[config.mk]
export PLATFORM = sky130hd
export DESIGN_NAME = inst_fetch_unit_flat
export DESIGN_NICKNAME = d
export VERILOG_FILES = /design/src/rtl/inst_fetch_unit_if.sv /design/src/rtl/inst_fetch_unit.sv /design/src/flat_wrapper.sv
export SDC_FILE = /design/constraint.sdc
export NUM_CORES = 1
export LEC_CHECK = 0
export ABC_AREA = 1
export CAP_MARGIN = 30
export CORE_ASPECT_RATIO = 0.5
export CORE_MARGIN = 2
export CORE_UTILIZATION = 35
export CTS_BUF_LIST = sky130_fd_sc_hd__clkbuf_16
export CTS_CLUSTER_SIZE = 28
export DETAILED_ROUTE_END_ITERATION = 7
export PLACE_DENSITY_LB_ADDON = 0.3
export SYNTH_ARGS = -nofsm -noshare
export SYNTH_HDL_FRONTEND = slang
export SYNTH_SLANG_ARGS = --single-unit
[constraint.sdc]
create_clock -name clk_in -period 12.7 [get_ports clk_in]
set_input_delay 1.27 -clock clk_in [delete_from_list [all_inputs] [get_ports clk_in]]
set_output_delay 1.27 -clock clk_in [all_outputs]
set_load 0.03 [all_outputs]
[src/rtl/inst_fetch_unit_if.sv]
// Fetch unit bus bundle: cache instruction request/response port plus the
// decoder-facing instruction queue head port. master = fetch unit side.
interface inst_fetch_unit_if;
    logic        need_inst;
    logic [31:0] inst_addr;
    logic        inst_handle;
    logic        inst_ready;
    logic [31:0] inst_out;
    logic        iq_valid;
    logic [31:0] iq_inst;
    logic [31:0] iq_pc;
    logic        iq_pred_taken;
    logic        iq_pop;

    modport master (
        output need_inst, inst_addr, iq_valid, iq_inst, iq_pc, iq_pred_taken,
        input  inst_handle, inst_ready, inst_out, iq_pop
    );

    modport slave (
        input  need_inst, inst_addr, iq_valid, iq_inst, iq_pc, iq_pred_taken,
        output inst_handle, inst_ready, inst_out, iq_pop
    );
endinterface

[src/rtl/inst_fetch_unit.sv]
// Instruction fetch unit: fetch PC, one outstanding cache request, circular instruction queue.
// Optional JAL target prediction when FETCH_JAL_PREDICT_EN is defined.
module inst_fetch_unit #(
    parameter int unsigned IQ_DEPTH = 8,
    parameter logic [31:0] RESET_PC = 32'h0
) (
    input  logic              clk_in,
    input  logic              rst_in,
    input  logic              rdy_in,
    input  logic              rob_clear,
    input  logic [31:0]       clear_pc,
    inst_fetch_unit_if.master bus
);
    localparam int unsigned    PTR_W    = $clog2(IQ_DEPTH);
    localparam logic [PTR_W:0] FULL_CNT = (PTR_W + 1)'(IQ_DEPTH);

    localparam logic [0:0] S_IDLE = 1'b0;
    localparam logic [0:0] S_WAIT = 1'b1;

    logic [0:0]       state;
    logic [31:0]      pc;
    logic [31:0]      next_pc;
    logic [PTR_W-1:0] head;
    logic [PTR_W-1:0] tail;
    logic [PTR_W:0]   count;

    logic [31:0] inst_mem [IQ_DEPTH];
    logic [31:0] pc_mem   [IQ_DEPTH];

    logic flush;
    logic req;
    logic hit;
    logic miss;
    logic fill;
    logic push;
    logic pop;

    // A flush wins over any same-cycle cache response or decoder pop.
    always_comb begin
        flush = rdy_in && rob_clear;
        req   = rdy_in && (state == S_IDLE) && (count != FULL_CNT) && !rob_clear;
        hit   = req && bus.inst_handle && bus.inst_ready;
        miss  = req && bus.inst_handle && !bus.inst_ready;
        fill  = rdy_in && !rob_clear && (state == S_WAIT) && bus.inst_ready;
        push  = hit || fill;
        pop   = rdy_in && !rob_clear && bus.iq_pop && (count != '0);
    end

`ifdef FETCH_JAL_PREDICT_EN
    logic        is_jal;
    logic [31:0] j_imm;
    logic        pred_mem [IQ_DEPTH];

    always_comb begin
        is_jal  = (bus.inst_out[6:0] == 7'b1101111);
        j_imm   = {{12{bus.inst_out[31]}}, bus.inst_out[19:12], bus.inst_out[20],
                   bus.inst_out[30:21], 1'b0};
        next_pc = is_jal ? (pc + j_imm) : (pc + 32'd4);
    end

    always_ff @(posedge clk_in) begin
        if (push) begin
            pred_mem[tail] <= is_jal;
        end
    end

    // Gated so the flag reads 0 out of reset even though storage is not reset.
    always_comb begin
        bus.iq_pred_taken = (count != '0) && pred_mem[head];
    end
`else
    always_comb begin
        next_pc           = pc + 32'd4;
        bus.iq_pred_taken = 1'b0;
    end
`endif

    always_comb begin
        bus.need_inst = req;
        bus.inst_addr = pc;
        bus.iq_valid  = (count != '0);
        bus.iq_inst   = inst_mem[head];
        bus.iq_pc     = pc_mem[head];
    end

    always_ff @(posedge clk_in) begin
        if (!rst_in) begin
            state <= S_IDLE;
            pc    <= RESET_PC;
            head  <= '0;
            tail  <= '0;
            count <= '0;
        end else if (flush) begin
            state <= S_IDLE;
            pc    <= clear_pc;
            head  <= '0;
            tail  <= '0;
            count <= '0;
        end else if (rdy_in) begin
            if (miss) begin
                state <= S_WAIT;
            end else if (fill) begin
                state <= S_IDLE;
            end

            if (push) begin
                pc   <= next_pc;
                tail <= tail + PTR_W'(1);
            end

            if (pop) begin
                head <= head + PTR_W'(1);
            end

            case ({push, pop})
                2'b10:   count <= count + (PTR_W + 1)'(1);
                2'b01:   count <= count - (PTR_W + 1)'(1);
                default: count <= count;
            endcase
        end
    end

    always_ff @(posedge clk_in) begin
        if (push) begin
            inst_mem[tail] <= bus.inst_out;
            pc_mem[tail]   <= pc;
        end
    end
endmodule

[src/flat_wrapper.sv]
// flat-port wrapper written by rule: the top's interface ports become plain ports
module inst_fetch_unit_flat 
#(
    parameter int unsigned IQ_DEPTH = 8,
    parameter logic [31:0] RESET_PC = 32'h0
)
  (clk_in, rst_in, rdy_in, rob_clear, clear_pc, bus_need_inst, bus_inst_addr, bus_iq_valid, bus_iq_inst, bus_iq_pc, bus_iq_pred_taken, bus_inst_handle, bus_inst_ready, bus_inst_out, bus_iq_pop);
  inst_fetch_unit_if bus_i ();
  input  logic clk_in;
  input  logic rst_in;
  input  logic rdy_in;
  input  logic rob_clear;
  input  logic [31:0] clear_pc;
  output wire logic [$bits(bus_i.need_inst)-1:0] bus_need_inst;
  output wire logic [$bits(bus_i.inst_addr)-1:0] bus_inst_addr;
  output wire logic [$bits(bus_i.iq_valid)-1:0] bus_iq_valid;
  output wire logic [$bits(bus_i.iq_inst)-1:0] bus_iq_inst;
  output wire logic [$bits(bus_i.iq_pc)-1:0] bus_iq_pc;
  output wire logic [$bits(bus_i.iq_pred_taken)-1:0] bus_iq_pred_taken;
  input wire logic [$bits(bus_i.inst_handle)-1:0] bus_inst_handle;
  input wire logic [$bits(bus_i.inst_ready)-1:0] bus_inst_ready;
  input wire logic [$bits(bus_i.inst_out)-1:0] bus_inst_out;
  input wire logic [$bits(bus_i.iq_pop)-1:0] bus_iq_pop;
  assign bus_need_inst = bus_i.need_inst;
  assign bus_inst_addr = bus_i.inst_addr;
  assign bus_iq_valid = bus_i.iq_valid;
  assign bus_iq_inst = bus_i.iq_inst;
  assign bus_iq_pc = bus_i.iq_pc;
  assign bus_iq_pred_taken = bus_i.iq_pred_taken;
  assign bus_i.inst_handle = bus_inst_handle;
  assign bus_i.inst_ready = bus_inst_ready;
  assign bus_i.inst_out = bus_inst_out;
  assign bus_i.iq_pop = bus_iq_pop;
  inst_fetch_unit #(.IQ_DEPTH(IQ_DEPTH), .RESET_PC(RESET_PC)) u_core (.clk_in(clk_in), .rst_in(rst_in), .rdy_in(rdy_in), .rob_clear(rob_clear), .clear_pc(clear_pc), .bus(bus_i));
endmodule
# After elaboration in Yosys (flattened, before gate mapping)
# Memory sizes are Yosys's and may differ from the RTL's. A register that Yosys moved wholly into a read port is not among the register bits.
# Index checks and enable logic that the tools add are counted.
[classes]
n_addsub = 5
n_mul = 0
div = 0
magnitude_cmp = 0
n_eq_ne = 3
n_shift = 0
mux = 12
bitwise = 2
reduce_logical = 26
[op_table]
columns = ["op", "count"]
rows = [
  ["2-to-1 mux 32 bit", 3],
  ["adder 32 x 3 -> 32 bit (second input constant)", 1],
  ["logical AND 1 bit", 12],
  ["2-to-1 mux 3 bit", 4],
  ["AND reduction 2 bit", 5],
  ["one-hot mux 4 bit (2 select lines)", 1],
  ["nonzero test 2 bit", 4],
  ["adder 3 x 1 -> 3 bit (second input constant)", 2],
  ["adder 4 x 1 -> 4 bit (second input constant)", 1],
  ["2-to-1 mux 1 bit", 4],
  ["inequality test 4 bit (second input constant)", 1],
  ["nonzero test 4 bit", 1],
  ["subtractor 4 x 1 -> 4 bit (second input constant)", 1],
  ["== test 2 x 1 -> 1 bit (second input constant)", 1],
  ["== test 2 bit (second input constant)", 1],
  ["zero test 1 bit", 2],
  ["inverter 1 bit", 2],
  ["OR reduction 2 bit", 1],
  ["logical OR 1 bit", 1],
]
[totals]
ff_bits = 43
latchBits = 0
mem_bits_rw = 512
mem_bits_ro = 0
inputBits = 71
out_inout_bits = 99
word_cells = 55
memories = 2
[memory_table]
columns = ["name", "depth", "word_bits", "read_ports", "rd_ports_with_merged_regs", "write_ports", "line_no", "text"]
rows = [
  ["u_core.inst_mem", 8, 32, 1, 1, 1, "inst_fetch_unit.sv:27", "logic [31:0] inst_mem [IQ_DEPTH];"],
  ["u_core.pc_mem", 8, 32, 1, 1, 1, "inst_fetch_unit.sv:28", "logic [31:0] pc_mem [IQ_DEPTH];"],
]

# Depth between registers and ports, before layout
# Gate-level depths: netlist of run 1.
[depth]
ltp_word = 10
ltp_mapped = 15
depth_no_buf = 15

# Least setup slack after synthesis of run 1
# Ideal clock, no wire load.
[synth_timing]
path_kind = "input to register"
startpoint = "input port rob_clear"
endpoint = "memory u_core.inst_mem[0][0], enable pin"
setup_ns = 0.486
arrival_time_ns = 4.697
required_ns = 12.214
setup_slack_ns = 7.516
stages = 8
n_path_buf = 1
path_cell_list = "inv_2 nand2_1 nor2_1 nand4_2 nand2_2 buf_6 nand2_1 nor2_1"
[synth_via]
elab_chain_cells = 7
word_cells_on_any_way = 10
cone_classes = "mux: 2; reduce/logical: 8"
[synth_lines]
columns = ["item", "line_no", "text"]
rows = [
  ["start: declaration", "flat_wrapper.sv:12", "input logic rob_clear;"],
  ["zero test 1 bit *", "inst_fetch_unit.sv:41, inst_fetch_unit.sv:44", ""],
  ["logical AND 1 bit, on equally long branches", "inst_fetch_unit.sv:41, inst_fetch_unit.sv:44", ""],
  ["logical AND 1 bit, on equally long branches (2 in a row)", "inst_fetch_unit.sv:42, inst_fetch_unit.sv:44", ""],
  ["logical OR 1 bit *", "inst_fetch_unit.sv:45", "push = hit || fill;"],
  ["2-to-1 mux 1 bit *", "inst_fetch_unit.sv:124", "if (push) begin"],
  ["2-to-1 mux 1 bit (implied by the code) *", "inst_fetch_unit.sv:125", "inst_mem[tail] <= bus.inst_out;"],
  ["end: declaration", "inst_fetch_unit.sv:27", ""],
]
# Mark *: on every way between the ends. The rest lies on a longest branch, timed or not.

==> reports/results.tsv, run 1 <==
stage	metric	value	unit
cts	TritonCTS clock tree	done	
global_route	first-pass GRT wire length	83.2	mm
synth	Synth Area in Simple Gates	13.7	%
critical_path	critical setup path kind	flip-flop to output port	
floorplan	number of top-level pins	170	
routing	Remaining DRCs	0	
floorplan	Core Area	63600	um^2
layout	commonest non-fill, non-tap cell in the layout	nor2_1	
critical_path	Critical Path Sink Type	output port	
cts	CTS max path bufs	3	
timing	Final Critical Period	5.41	ns
layout	# nets final	2174	
global_route	initial antenna violation count	2	
synth	XOR/XNOR Fraction of Synth Area	0.270	%
power_and_ir_drop	Pwr Density	135	nW/um^2
place	hpwl dp	30.2	mm
critical_path	CP required	11.43	ns
synth	#FFs+latches synth	558	
timing	fin. max-slew vios	0	
timing	total negative setup slack	0	ns
floorplan	Starting Density	35.7	%
synth	Cells after Synth	1961	
power_and_ir_drop	total power	3620	uW
place	Final GP Congestion	0.784	
synth	Net Count, Synth	2038	
synth	register area share after synthesis	71.7	%
synth	Synth Area in Compound Gates	10.5	%
routing	vias per std cell	4.93	
floorplan	# rows	65	
cts	Setup Buffers After CTS	0	
critical_path	CP max FO	77	
global_route	GRT Util Overall	16.1	%
routing	drt pass-1 iters	7	
synth	multiplexer share of the synthesized area	0.0441	%
timing	final setup violating endpoints	0	
floorplan	die area	67100	um^2
critical_path	Startpoint Class	flip-flop	
timing	Worst-Margin Slew	0.984	ns
timing	Final Hold Fails	0	
global_route	number of global-route vias before repair	14200	
routing	Avg WL per Cell	18.2	um
layout	fillcell total	5958	
cts	cts hold-fix bufs	0	
floorplan	Die Span Y	184	um
cts	CTS clk-pin slew, worst paths	0.06	ns
layout	number of diodes	0	
power_and_ir_drop	Leak Pwr	0.00893	uW
timing	Fmax	185	MHz
floorplan	die width	364	um
synth	syn avg cell area	11.6	um^2
cts	cts bufs inserted	52	
routing	final wirelength	54.8	mm
cts	H-Tree Level Count	2	
layout	fraction of final layout cells sized beyond drive strength 1	6.37	%
synth	Mapped Area	22700	um^2
place	I/O Buffers	168	
outcome	outcome	finished clean	
synth	Synth cell types	38	
synth	Yosys warnings	0	
timing	clock skew	0.0115	ns
min_path	min-delay worst type	flip-flop to flip-flop	
cts	post_cts resized	0	
critical_path	data arrival time of the worst path	4.14	ns
synth	Post-synth ARST share	0	%
routing	Initial DRC Count	1201	
global_route	GR Overflow Total	0	
routing	routed vias	14800	
layout	area grow syn2layout	18.0	%
layout	most frequent cells in the layout	516 x nor2_1, 512 x edfxtp_1, 275 x o21ai_0	
cts	clock sink count	558	
synth	main combinational cell family by area after synthesis	simple AND/OR/NAND/NOR gates	
cts	CTS Root Cell	clkbuf_16	
timing	Final period util	42.6	%
routing	Detail Route Antenna Nets	0	
synth	Synth Area in Adders	0.330	%
cts	clock latency on the worst-skew pair	0.58	ns
timing	slew margin rel.	34.4	%
power_and_ir_drop	Peak supply drop	0.0917	mV
timing	unrepaired setup endpoints after global routing	false	
synth	dominant synthesized flop cell	edfxtp_1	
global_route	largest net degree at the start of global routing	145	
synth	Post-synth EDFFs	512	
job	Max Cap Viol	0	
flip-flops by register name, summed over array words and instances, names as in the netlist, named ones only:
name                  flops
u_core.pc_mem           256
u_core.inst_mem         256
u_core.bus.inst_addr     32
u_core.count              4
u_core.tail               3
u_core.head               3
u_core.state              1
cell type report:
class                           count  area [um^2]  share of cell area [%]
Inverter                           51          204                   0.761
Timing Repair Buffer              194         1940                    7.23
Clock inverter                     39          225                   0.840
Tap cell                          871         1090                    4.07
Multi-Input combinational cell   1240         5710                    21.3
Clock buffer                       53         1330                    4.95
Sequential cell                   558        16300                    60.8
cell families after synthesis:
| family | after synthesis |
|---|---|
| xor gates and xnor gates | 7 |
| buffers and inverters | 163 |
| and+or+nand+nor | 780 |
| muxes | 1 |
| adders and majority gates | 6 |
| AOI/OAI and AO/OA | 445 |
| other | 1 |
| DFF | 558 |
worst paths after layout:
path	startpoint	endpoint	slack, ns	cells after the start
min	u_core.head[2]	flip-flop	0.44	1
min reg2reg	u_core.head[2]	flip-flop	0.44	1
max reg2reg	u_core.count[1]	u_core.inst_mem[6][12]	9.48	7
max	flip-flop	bus_iq_pc[5]	7.29	7
stage by stage:
step | instance area, um^2 | setup slack, ns | util [%] | instances | hold WS, ns
5_1_grt | 26800 | 6.96 | 42.1 | 3006 | 0.474
3_5_place_dp | 25200 | 7.83 | 39.7 | 2913 | 0.430
2_1_floorplan | 22700 | 7.52 | - | 1961 | 0.412
3_3_place_gp | 25200 | 7.73 | 39.6 | 2911 | 0.433
6_report | 26800 | 7.29 | 42.1 | 3006 | 0.440
4_1_cts | 26800 | 7.20 | 42.1 | 3005 | 0.439
report_power, final:
part	switching, uW	total (uW)	internal [uW]
registers	24.2	2040	2020
logic	86.2	145	58.4
clock network	646	1440	792
total	757	3620	2870
cells in the mapped netlist, drive strengths merged (38+ instances only):
library cell	n	area [um^2]
buf	58	370
a21oi	38	190
edfxtp	512	15400
clkbuf	54	205
dfxtp	46	921
inv	49	186
a31oi	64	400
o22ai	64	400
o21ai	277	1390
nor2	532	2030
nand2	180	681
nand3	42	223
routing by layer:
metal	up-vias	share of wire [%]	track usage, %
li1	7229	-	-
met1	7249	46	21.6
met2	262	48	27.7
met3	69	4.0	2.33
met4	0	1.9	3.93
met5	-	0	0
worst max-delay path: stages (launching register included):
cell and delay [ns]:
dfxtp_4 0.62, buf_4 0.63, buf_4 0.76, o21ai_0 0.27, o22ai_1 0.22, nor2_1 0.06
a31oi_1 0.24, clkdlybuf4s50_1 0.71
Power figures use the tool's default switching activity.
==> run 2: changes to the inputs <==
==> constraint.sdc (replaced) <==
create_clock -name clk_in -period 4.7 [get_ports clk_in]
set_input_delay 0.47 -clock clk_in [delete_from_list [all_inputs] [get_ports clk_in]]
set_output_delay 0.47 -clock clk_in [all_outputs]
set_load 0.03 [all_outputs]
==> run 2 against run 1 <==
Against the previous run:
- clock skew up 0.0062 ns
- highest routed layer unchanged
- final cell count up 0.37%
- largest cell class unchanged
- routed wire length up 2.6%
- worst hold slack better by 0.023 ns
==> reports/results.tsv, run 2 (synthesized netlist as in run 1, its figures left out) <==
stage	metric	value	unit
min_path	min-delay worst type	flip-flop to flip-flop	
cts	post_cts resized	0	
power_and_ir_drop	NetSw	2090	uW
floorplan	Die Span Y	184	um
place	pre-CTS WS	1.37	ns
global_route	met3 Resource Use GR	2.24	%
cts	H-Tree Level Count	2	
floorplan	die width	364	um
layout	fraction of final layout cells sized beyond drive strength 1	6.67	%
cts	clock sink count	558	
place	I/O Buffers	168	
min_path	Min-Delay Startpoint	u_core.head[2]	
power_and_ir_drop	total power	9950	uW
cts	cts bufs inserted	52	
layout	# nets final	2179	
timing	Fmax	260	MHz
critical_path	cells on worst reg2reg path	7	
critical_path	Startpoint Class	flip-flop	
power_and_ir_drop	internal power	7860	uW
power_and_ir_drop	Clk network pwr share	40.6	%
layout	commonest non-fill, non-tap cell in the layout	nor2_1	
routing	Detail Route Antenna Nets	0	
routing	drt pass-1 iters	5	
timing	fin. max-slew vios	0	
outcome	outcome	finished clean	
global_route	initial antenna violation count	1	
critical_path	RR Endpoint	u_core.inst_mem[7][23]	
floorplan	die area	67100	um^2
critical_path	R2R Setup Slk	2.13	ns
power_and_ir_drop	Leak Pwr	0.00899	uW
global_route	first-pass GRT wire length	85.7	mm
routing	vias per std cell	4.99	
global_route	met1 global-route usage	22.4	%
routing	Avg WL per Cell	18.6	um
min_path	Hold Path Sink	u_core.head[2]	
place	dpl cells	2919	
layout	area grow syn2layout	18.9	%
min_path	WHS Path Cells	1	
cts	cts hold-fix bufs	0	
timing	Final Hold Fails	0	
timing	slew margin rel.	40.4	%
routing	Initial DRC Count	1158	
power_and_ir_drop	Comb pwr share	4.0	%
routing	routed vias	15100	
critical_path	Crit path largest cell delay	0.75	ns
critical_path	CP required	4.23	ns
job	Max Cap Viol	0	
floorplan	Core Area	63600	um^2
place	Final GP Congestion	0.790	
power_and_ir_drop	Sw Ratio	21.0	%
routing	final wirelength	56.2	mm
power_and_ir_drop	Peak supply drop	0.302	mV
timing	Worst-Margin Slew	0.894	ns
timing	Final Critical Period	3.84	ns
cts	CTS Root Cell	clkbuf_16	
critical_path	CP max FO	79	
cts	CTS max path bufs	3	
critical_path	data arrival time of the worst path	3.37	ns
critical_path	Critical Path Sink Type	output port	
timing	Final period util	81.7	%
timing	final setup violating endpoints	0	
timing	post-route setup slack	0.859	ns
layout	most frequent cells in the layout	516 x nor2_1, 512 x edfxtp_1, 275 x o21ai_0	
timing	unrepaired setup endpoints after global routing	false	
global_route	met2 Use GR	27.6	%
global_route	busiest grt layer	met2	
critical_path	worst reg2reg path startpoint	u_core.count[1]	
place	hpwl dp	31.8	mm
cts	CTS clk-pin slew, worst paths	0.06	ns
critical_path	Critical Path Slowest Stage Cell	clkdlybuf4s50_1	
global_route	number of global-route vias before repair	14700	
critical_path	critical setup path kind	flip-flop to output port	
floorplan	# rows	65	
global_route	GR Overflow Total	0	
global_route	GRT Util Overall	16.5	%
global_route	largest net degree at the start of global routing	126	
critical_path	crit-path cells	inv_6, buf_4, o21ai_0, o22ai_1, nor2_1, a31oi_1, clkdlybuf4s50_1	
cts	TritonCTS clock tree	done	
cts	Setup Buffers After CTS	0	
power_and_ir_drop	Pwr Density	368	nW/um^2
routing	Remaining DRCs	0	
power_and_ir_drop	Seq pwr share	55.4	%
timing	clock skew	0.0177	ns
timing	total negative setup slack	0	ns
layout	Final Non-Filler Cells	3017	
cts	clock latency on the worst-skew pair	0.58	ns
floorplan	number of top-level pins	170	
floorplan	Starting Density	35.7	%
-- run 2: cell count changes in the layout (fill, tap and decap cells not counted), sizes merged --
cell,delta
clkinv,+6
clkinvlp,+1
inv,-4
diode,+1
bufinv,+2
buf,+5
-- run 2: how the worst max path moves through the flow --
| stage | startpoint | endpoint | slack (ns) |
|---|---|---|---|
| after detailed placement | rdy_in | u_core.inst_mem[7][22] | 1.37 |
| after floorplan | rob_clear | u_core.inst_mem[0][0] | 0.32 |
| after CTS | flip-flop | bus_iq_pc[2] | 0.76 |
| after global placement | flip-flop | bus_iq_pc[2] | 1.44 |
| final | flip-flop | bus_iq_pc[18] | 0.86 |
| after global routing | flip-flop | bus_iq_pc[18] | 0.67 |
-- run 2: cell type report --
cell class	instances	area, um^2
Antenna cell	1	2.50
Clock buffer	53	1330
Clock inverter	44	295
Fill cell	5913	36600
Inverter	51	204
Multi-Input combinational cell	1240	5710
Sequential cell	558	16300
Tap cell	871	1090
Timing Repair Buffer	199	2080
-- run 2: power groups by stage --
stage               Combinational [uW]  Sequential (uW)  Clock (uW)
floorplan                          167             5620           0
global placement                   400             5620           0
detailed placement                 402             5620           0
CTS                                403             5510        4110
global route                       433             5520        4320
finish                             397             5510        4040
-- run 2: routing by layer --
layer,vias to the layer above,routed length (um)
met2,316,27300
met4,0,1320
li1,7240,-
met3,89,2450
met5,-,0
met1,7415,25200
-- run 2: worst max-delay path, delay by kind of cell, from the launching register on --
kind | cells | cell delay, ns
flip-flops | 1 | 0.37
AO/OA/AOI/OAI | 3 | 0.64
buffers and inverters | 3 | 1.67
AND/OR/NAND/NOR | 1 | 0.06
-- run 2: per-stage QoR --
stage               area, um^2  hold WS, ns  util (%)
global route             27000        0.475      42.5
global placement         25400        0.433      39.9
finish                   27000        0.464      42.5
floorplan                22700        0.412         -
detailed placement       25400        0.447      39.9
CTS                      27000        0.459      42.5
==> run 3: changes to the inputs <==
==> constraint.sdc (replaced) <==
create_clock -name clk_in -period 3.54 [get_ports clk_in]
set_input_delay 0.354 -clock clk_in [delete_from_list [all_inputs] [get_ports clk_in]]
set_output_delay 0.354 -clock clk_in [all_outputs]
set_load 0.03 [all_outputs]
==> run 3 against run 2 <==
Against the previous run:
- via count fell by 1.3%
- non-clock buffer count rose by 8
- sequential cell count did not move
- combinational power rose by 32%
- sequential share of layout area fell by 0.10 points
- cell area rose by 0.17%
- critical path depth rose by 1
- global-route usage fell by 0.58 points
- largest cell class unchanged
- die area did not move
==> reports/results.tsv, run 3 (synthesized netlist as in run 1, its figures left out) <==
stage	metric	value	unit
cts	clock sink count	558	
floorplan	# rows	65	
routing	Detail Route Antenna Nets	0	
place	I/O Buffers	168	
layout	# nets final	2187	
timing	Final Hold Fails	0	
power_and_ir_drop	internal power	10200	uW
timing	fin. max-slew vios	0	
job	Max Cap Viol	0	
routing	vias per std cell	4.92	
floorplan	die area	67100	um^2
cts	CTS Root Cell	clkbuf_16	
routing	routed vias	14900	
critical_path	R2R Setup Slk	1.16	ns
critical_path	data arrival time of the worst path	2.94	ns
timing	Final Critical Period	3.29	ns
timing	slew margin rel.	53.6	%
global_route	first-pass GRT wire length	82.5	mm
power_and_ir_drop	Leak Pwr	0.00901	uW
floorplan	Core Area	63600	um^2
global_route	largest net degree at the start of global routing	95	
min_path	min-delay worst type	input pin to flip-flop	
timing	clock skew	0.0102	ns
global_route	initial antenna violation count	3	
routing	Initial DRC Count	1189	
floorplan	die width	364	um
critical_path	Startpoint Class	flip-flop	
global_route	GR Overflow Total	0	
global_route	GRT Util Overall	15.9	%
critical_path	CP required	3.19	ns
power_and_ir_drop	Clk network pwr share	39.4	%
power_and_ir_drop	Seq pwr share	56.5	%
cts	cts bufs inserted	52	
cts	H-Tree Level Count	2	
routing	top sig layer	met4	
power_and_ir_drop	Comb pwr share	4.0	%
layout	fraction of final layout cells sized beyond drive strength 1	7.08	%
timing	Fmax	304	MHz
critical_path	critical setup path kind	flip-flop to output port	
power_and_ir_drop	Pwr Density	479	nW/um^2
cts	CTS clk-pin slew, worst paths	0.06	ns
power_and_ir_drop	Peak supply drop	0.386	mV
floorplan	number of top-level pins	170	
cts	TritonCTS clock tree	done	
routing	Avg WL per Cell	17.9	um
global_route	number of global-route vias before repair	14400	
layout	commonest non-fill, non-tap cell in the layout	nor2_1	
outcome	outcome	finished clean	
place	hpwl dp	30.7	mm
cts	CTS max path bufs	3	
timing	Hold Slack	0.409	ns
power_and_ir_drop	Sw Ratio	21.3	%
place	Final GP Congestion	0.806	
timing	Final period util	93.0	%
routing	met2 routed WL	27.0	mm
critical_path	CP max FO	38	
timing	final setup violating endpoints	0	
cts	clock latency on the worst-skew pair	0.57	ns
timing	Worst-Margin Slew	0.694	ns
layout	most frequent cells in the layout	516 x nor2_1, 512 x edfxtp_1, 275 x o21ai_0	
floorplan	Starting Density	35.7	%
timing	unrepaired setup endpoints after global routing	false	
routing	final wirelength	54.2	mm
routing	Remaining DRCs	0	
routing	DRT met1 WL	23.9	mm
routing	met3 WL post-DR	2.03	mm
power_and_ir_drop	total power	13000	uW
layout	area grow syn2layout	19.1	%
power_and_ir_drop	NetSw	2760	uW
critical_path	Critical Path Sink Type	output port	
floorplan	Die Span Y	184	um
routing	drt pass-1 iters	5	
-- run 3: path summary, 6_finish.rpt --
kind / startpoint / to / cells past startpoint
max reg2reg: u_core.count[1] / u_core.count[2] / 12
max: flip-flop / bus_iq_inst[25] / 8
min reg2reg: u_core.head[2] / u_core.head[2] / 1
min: clear_pc[0] / u_core.bus.inst_addr[0] / 3
-- run 3: area by class of cell --
class,instances,area [um^2]
Timing Repair Buffer,207,2200
Antenna cell,2,5.00
Fill cell,5892,36500
Sequential cell,558,16300
Inverter,51,206
Tap cell,871,1090
Multi-Input combinational cell,1240,5710
Clock inverter,37,183
Clock buffer,54,1350
-- run 3: timing repair --
item | in CTS | in global routing
gates resized for setup | 0 | 3
endpoints found under the setup margin | 0 | 4
setup buffers | 0 | 0
hold buffers | 0 | 0
-- run 3: routing by layer --
| layer | up-vias | GRT usage [%] |
|---|---|---|
| li1 | 7259 | - |
| met1 | 7250 | 20.7 |
| met2 | 270 | 27.9 |
| met3 | 87 | 1.97 |
| met4 | 0 | 4.50 |
| met5 | - | 0 |
-- run 3: per-stage QoR --
stage          area (um^2)  cells  worst slack (ns)  utilization (%)  TNS (ns)
5_1_grt              27100   3020            0.0485             42.5         0
6_report             27100   3020             0.249             42.5         0
2_1_floorplan        22700   1961            -0.728                -   -325.77
4_1_cts              27000   3018            0.0805             42.5         0
3_3_place_gp         25500   2927             0.657             40.1         0
3_5_place_dp         25500   2927             0.614             40.1         0
-- run 3: power groups by stage --
stage,registers [uW],clock network (uW),logic (uW)
floorplan,7460,0,222
global placement,7460,0,527
detailed placement,7460,0,531
CTS,7320,5210,532
global route,7320,5470,572
finish,7320,5110,523
-- run 3: critical path, stage by stage (launching register included) --
cell and delay [ns]:
dfxtp_4 0.44, inv_6 0.22, buf_12 0.25, buf_4 0.25, o21ai_0 0.11, o22ai_1 0.14, nor2_1 0.07, a31oi_1 0.16
clkdlybuf4s50_1 0.70
